==> src/rtl/pf_mem_responder.sv <==
// Prefetch line responder: queues line requests, fetches each line as a burst of
// memory beats, and returns the assembled line with a one-cycle done pulse.
module pf_mem_responder #(
  parameter int ADDR_WIDTH = 32,
  parameter int CL_SIZE    = 128,  // instruction cache line width
  parameter int BEAT_WIDTH = 32,
  parameter int REQ_DEPTH  = 2
) (
  input  logic                  clk_i,
  input  logic                  rst_i,
  input  logic                  flush_i,
  input  logic                  req_i,
  input  logic [ADDR_WIDTH-1:0] addr_i,
  output logic                  req_full_o,
  output logic [CL_SIZE-1:0]    data_o,
  output logic                  done_o,
  output logic                  mem_req_o,
  output logic [ADDR_WIDTH-1:0] mem_addr_o,
  input  logic                  mem_gnt_i,
  input  logic                  mem_rvalid_i,
  input  logic [BEAT_WIDTH-1:0] mem_rdata_i
);

  localparam int NBEATS     = CL_SIZE / BEAT_WIDTH;
  localparam int CNT_W      = $clog2(NBEATS) + 1;
  localparam int PTR_W      = (REQ_DEPTH > 1) ? $clog2(REQ_DEPTH) : 1;
  localparam int FCNT_W     = $clog2(REQ_DEPTH + 1);
  localparam int OFF_BITS   = $clog2(CL_SIZE / 8);
  localparam int BEAT_BYTES = BEAT_WIDTH / 8;

  localparam logic [ADDR_WIDTH-1:0] LINE_MASK  = ~ADDR_WIDTH'((64'd1 << OFF_BITS) - 64'd1);
  localparam logic [CNT_W-1:0]      NBEATS_CNT = CNT_W'(NBEATS);
  localparam logic [FCNT_W-1:0]     DEPTH_CNT  = FCNT_W'(REQ_DEPTH);

  typedef enum logic [2:0] {IDLE, ISSUE, WAIT, RESP, DRAIN} state_t;

  state_t                state;
  logic [ADDR_WIDTH-1:0] fifo_mem [REQ_DEPTH];
  logic [PTR_W-1:0]      wr_ptr;
  logic [PTR_W-1:0]      rd_ptr;
  logic [FCNT_W-1:0]     count;
  logic [ADDR_WIDTH-1:0] base;
  logic [CNT_W-1:0]      issued;
  logic [CNT_W-1:0]      recv;
  logic [CL_SIZE-1:0]    line;

  logic                  full;
  logic                  push;
  logic                  pop;
  logic                  issuing;
  logic                  grant;
  logic                  beat_in;
  logic [CNT_W-1:0]      issued_nxt;
  logic [CNT_W-1:0]      recv_nxt;
  logic [ADDR_WIDTH-1:0] offset;

  function automatic logic [PTR_W-1:0] ptr_inc(input logic [PTR_W-1:0] p);
    return (p == PTR_W'(REQ_DEPTH - 1)) ? '0 : p + 1'b1;
  endfunction

  assign full    = (count == DEPTH_CNT);
  assign push    = req_i && !full && !flush_i;
  assign pop     = (state == IDLE) && (count != '0) && !flush_i;
  // A flush withdraws the request in the same cycle, so a grant then is not counted.
  assign issuing = (state == ISSUE) && !flush_i;
  assign grant   = issuing && mem_gnt_i;
  // Stray returns with nothing outstanding are ignored.
  assign beat_in = mem_rvalid_i && (issued != recv);

  assign issued_nxt = issued + CNT_W'(grant);
  assign recv_nxt   = recv + CNT_W'(beat_in);
  assign offset     = ADDR_WIDTH'(issued) * ADDR_WIDTH'(BEAT_BYTES);

  assign req_full_o = full;
  assign mem_req_o  = issuing;
  assign mem_addr_o = issuing ? base + offset : '0;
  assign done_o     = (state == RESP) && !flush_i;
  assign data_o     = done_o ? line : '0;

  // NOTE: request storage has no reset; the count and pointers alone define which entries are valid.
  always_ff @(posedge clk_i) begin
    if (push) fifo_mem[wr_ptr] <= addr_i & LINE_MASK;
  end

  // NOTE: all sequential state uses non-blocking assignments so every block sees pre-edge values.
  always_ff @(posedge clk_i) begin
    if (rst_i) begin
      wr_ptr <= '0;
      rd_ptr <= '0;
      count  <= '0;
    end else if (flush_i) begin
      wr_ptr <= '0;
      rd_ptr <= '0;
      count  <= '0;
    end else begin
      if (push) wr_ptr <= ptr_inc(wr_ptr);
      if (pop)  rd_ptr <= ptr_inc(rd_ptr);
      case ({push, pop})
        2'b10:   count <= count + 1'b1;
        2'b01:   count <= count - 1'b1;
        default: count <= count;
      endcase
    end
  end

  always_ff @(posedge clk_i) begin
    if (rst_i) begin
      state  <= IDLE;
      base   <= '0;
      issued <= '0;
      recv   <= '0;
      line   <= '0;
    end else begin
      issued <= issued_nxt;
      recv   <= recv_nxt;
      if (beat_in) begin
        for (int b = 0; b < NBEATS; b++) begin
          if (recv == CNT_W'(b)) line[b*BEAT_WIDTH +: BEAT_WIDTH] <= mem_rdata_i;
        end
      end

      case (state)
        IDLE: begin
          if (pop) begin
            base   <= fifo_mem[rd_ptr];
            issued <= '0;
            recv   <= '0;
            line   <= '0;
            state  <= ISSUE;
          end
        end
        ISSUE: begin
          if (flush_i) begin
            state <= (issued_nxt > recv_nxt) ? DRAIN : IDLE;
          end else if (grant && issued_nxt == NBEATS_CNT) begin
            state <= (recv_nxt == NBEATS_CNT) ? RESP : WAIT;
          end
        end
        WAIT: begin
          if (flush_i) begin
            state <= (issued_nxt > recv_nxt) ? DRAIN : IDLE;
          end else if (recv_nxt == NBEATS_CNT) begin
            state <= RESP;
          end
        end
        RESP: state <= IDLE;
        // Outstanding beats of an abandoned line must be absorbed before the next one starts.
        DRAIN: begin
          if (recv_nxt == issued_nxt) state <= IDLE;
        end
        default: state <= IDLE;
      endcase
    end
  end

endmodule
==> config.mk <==
export PLATFORM = sky130hd
export DESIGN_NAME = pf_mem_responder
export DESIGN_NICKNAME = d
export VERILOG_FILES = /design/src/rtl/pf_mem_responder.sv
export SDC_FILE = /design/constraint.sdc
export NUM_CORES = 1
export LEC_CHECK = 0
export BUFFER_PORTS_ARGS = -buffer_cell sky130_fd_sc_hd__buf_2
export CAP_MARGIN = 0
export CORE_MARGIN = 1.5
export CORE_UTILIZATION = 35
export CTS_CLUSTER_DIAMETER = 150
export CTS_CLUSTER_SIZE = 10
export DETAILED_ROUTE_END_ITERATION = 16
export GPL_ROUTABILITY_DRIVEN = 0
export MAX_ROUTING_LAYER = met4
export PLACE_DENSITY = 0.54
export SYNTH_ARGS = -nofsm -noshare
export SYNTH_HDL_FRONTEND = slang
export SYNTH_SLANG_ARGS = --single-unit
==> constraint.sdc <==
create_clock -name clk_i -period 4.3 [get_ports clk_i]
set_input_delay 0.645 -clock clk_i [delete_from_list [all_inputs] [get_ports clk_i]]
set_output_delay 0.645 -clock clk_i [all_outputs]
set_load 0.02 [all_outputs]
==> qor.txt <==
Sequential Power Share: 51.4%
Crit path kind: reg -> out
Post-synthesis cell type count: 48
Via density: 4.81
Post-CTS resize count: 0
Worst-margin pin slew: 1.14 ns
Die Span X: 170 um
Post-CTS setup buffer count: 0
Clk root buf: clkbuf_16
Worst Hold Class: in -> reg
Commonest non-fill, non-tap cell in the layout: nand2_1
RSZ-0062 raised after global routing: false
Worst r2r dst: state[2]
Residual DRC: 0
GRT Resource Usage Total: 18.2%
Post-Syn Area: 9800 um2
Top_reg_cell synth: dfxtp_1
P_int: 3380 uW
Clk slew on worst S/H paths: 0.06 ns
Final setup vio count: 0
Final TNS setup: 0 ns
Clk_lat worst skew: 0.52 ns
Max frequency: 276 MHz
Share of cells above drive strength 1: 21.8%
First-pass GRT wire length: 40,400 um
Rows: 61
Largest net degree at the start of global routing: 83
Logic gate share of total power: 3.9%
GRT overflow: 0
Final min period: 3.63 ns
Vias in the first global route: 7,332
Critical path launch point: issued[2]
Critical Path End: mem_addr_o[28]
Maximum VDD drop: 0.000292 V
PD cells: 362 nW/um2
Crit share post-route: 84.4%
Pins Over Slew Limit: 0
Number of synthesized register bits: 225
H-tree depth: 1
Max-slew headroom: 24.0%
Area of the die: 29,000 um2
Leak Pwr: 0.00457 uW
Via count: 8,049
Syn_area_per_cell: 8.90 um2
Core area: 27,700 um2
Final Skew: 0.0112 ns
R2R depth: 11
Final hold vios: 0
Clock Sinks: 225
Clock group share of total power: 44.7%
Drt total wl: 26,400 um
Net Sw Frac: 21.6%
Initial antenna violation count: 2
FFs w/ async S/R, synth: 0%
Startpoint types: flop
1st-pass router iterations: 7
CTS max path bufs: 3
Post-DRT Antenna Nets: 0
CP endpoint kind: output pin
Outcome: finished clean
CTS tree: built
Commonest non-fill, non-tap cells in the layout: nand2_1 (262), buf_2 (226), dfxtp_1 (169)
FF-to-FF Start: state[2]
Post-synth EDFFs: 56
Largest fanout on the critical path: 10
Req. time, crit path: 3.65 ns
Ports: 233
DP Wirelength: 17,000 um
Seq/Total Area, Yosys: 51.7%
Arr. time, crit path: 2.98 ns
Area Overhead vs Synth: 21.9%
IO Port Bufs: 226
Reg2reg setup slack: 1.50 ns
Max cap viols: 0
Drt wl/cell: 15.7 um
# nets final: 1,364
Hold buffers post-CTS: 0
Switching power of the nets: 933 uW
Synth Instances: 1,101
Initial core utilization: 35.4%
Hold Slack: 0.314 ns
YS warnings: 0
Vert. Die Dim: 170 um
CTS Buf Count: 26
First DRT Iteration DRCs: 545
## through the flow
stage / area (um2) / cells / util [%] / worst slack [ns] / power (uW)
finish: 11900 / 1675 / 43.1 / 0.672 / 4320
global placement: 11200 / 1636 / 40.5 / 1.17 / 2430
global route: 11900 / 1675 / 43.1 / 0.518 / 4490
CTS: 11900 / 1673 / 43.1 / 0.638 / 4380
floorplan: 9800 / 1102 / - / 1.43 / 2360
detailed placement: 11200 / 1636 / 40.5 / 1.14 / 2430
## worst min-delay path by stage
stage               start               to  depth (start not counted)
2_1_floorplan     line[0]          line[0]                          2
3_3_place_gp     line[96]         line[96]                          2
3_5_place_dp      line[5]          line[5]                          2
4_1_cts        addr_i[22]  fifo_mem[1][18]                          1
5_1_grt        addr_i[23]  fifo_mem[0][19]                          1
6_report       addr_i[22]  fifo_mem[1][18]                          1
## synth_stat cells (2+ instances only)
cell / number / area [um2]
dfxtp_1: 169 / 3380
edfxtp_1: 56 / 1680
nor2_1: 55 / 206
o31a_1: 2 / 17.5
nand4_1: 11 / 68.8
ha_1: 8 / 100
o21ai_0: 5 / 25.0
nor3_1: 5 / 25.0
or2_1: 2 / 12.5
and4_1: 5 / 43.8
nor2b_1: 3 / 18.8
or4_1: 9 / 67.6
nand3_1: 10 / 50.1
clkbuf_1: 41 / 154
o221ai_1: 2 / 17.5
a211oi_1: 29 / 218
nand2_1: 262 / 983
buf_1: 6 / 22.5
buf_4: 12 / 90.1
xor2_1: 19 / 166
mux2i_1: 28 / 280
a21oi_1: 143 / 716
and3_1: 3 / 18.8
a31oi_1: 2 / 12.5
o31ai_1: 9 / 67.6
inv_1: 8 / 30.0
o311a_1: 2 / 20.0
buf_2: 22 / 110
buf_6: 2 / 22.5
o311ai_2: 2 / 32.5
xnor2_1: 9 / 78.8
or3_1: 3 / 18.8
and2_1: 138 / 863
nor3b_1: 5 / 37.5
## per-layer routing
| layer | share of wire [%] | vias to the layer above | track usage, % |
|---|---|---|---|
| li1 | - | 4073 | - |
| met1 | 47 | 3727 | 23.9 |
| met2 | 46 | 212 | 29.1 |
| met3 | 4.9 | 37 | 2.72 |
| met4 | 2.2 | 0 | 4.96 |
| met5 | 0 | - | - |
## critical path, cell delays in order, from the launching register on
cell     delay (ns)
dfxtp_1        0.48
ha_1           0.25
ha_1           0.23
nand4_1        0.38
or4_1          0.62
a21oi_1        0.29
buf_2          0.23
## kinds of logic after synthesis
group / Yosys count / share of synthesized area [%]
other: 1 / 0.0383
buffers and inverters: 92 / 4.43
multiplexers: 28 / 2.86
AND/OR/NAND/NOR: 518 / 25.4
flip-flops: 225 / 51.7
XOR/XNOR: 29 / 2.67
AO/OA/AOI/OAI: 199 / 11.8
adder cells (fa/ha/maj): 9 / 1.12
## power by group through the flow
stage                     combinational (uW)  sequential, uW  clock (uW)
after floorplan                          102            2260           0
after global routing                     183            2220        2080
after detailed placement                 168            2260           0
after global placement                   166            2260           0
after CTS                                168            2220        2000
final                                    166            2220        1930
## area by class of cell
cell class	count	area, um2
clock inverters	1	6.26
clock buffers	36	709
inverters	8	30.0
diodes	2	5.00
fillers	2829	15800
flip-flops and latches	225	5060
repair buffers	240	1270
well taps	378	473
multi-input cells	785	4380
## registers in the layout (all words and copies together), names as in the netlist, 2 cells and up
register and cells:
base 28, count 2, fifo_mem 56, issued 3, line 128, recv 3
state 3
(Power assumes the default switching activity.)
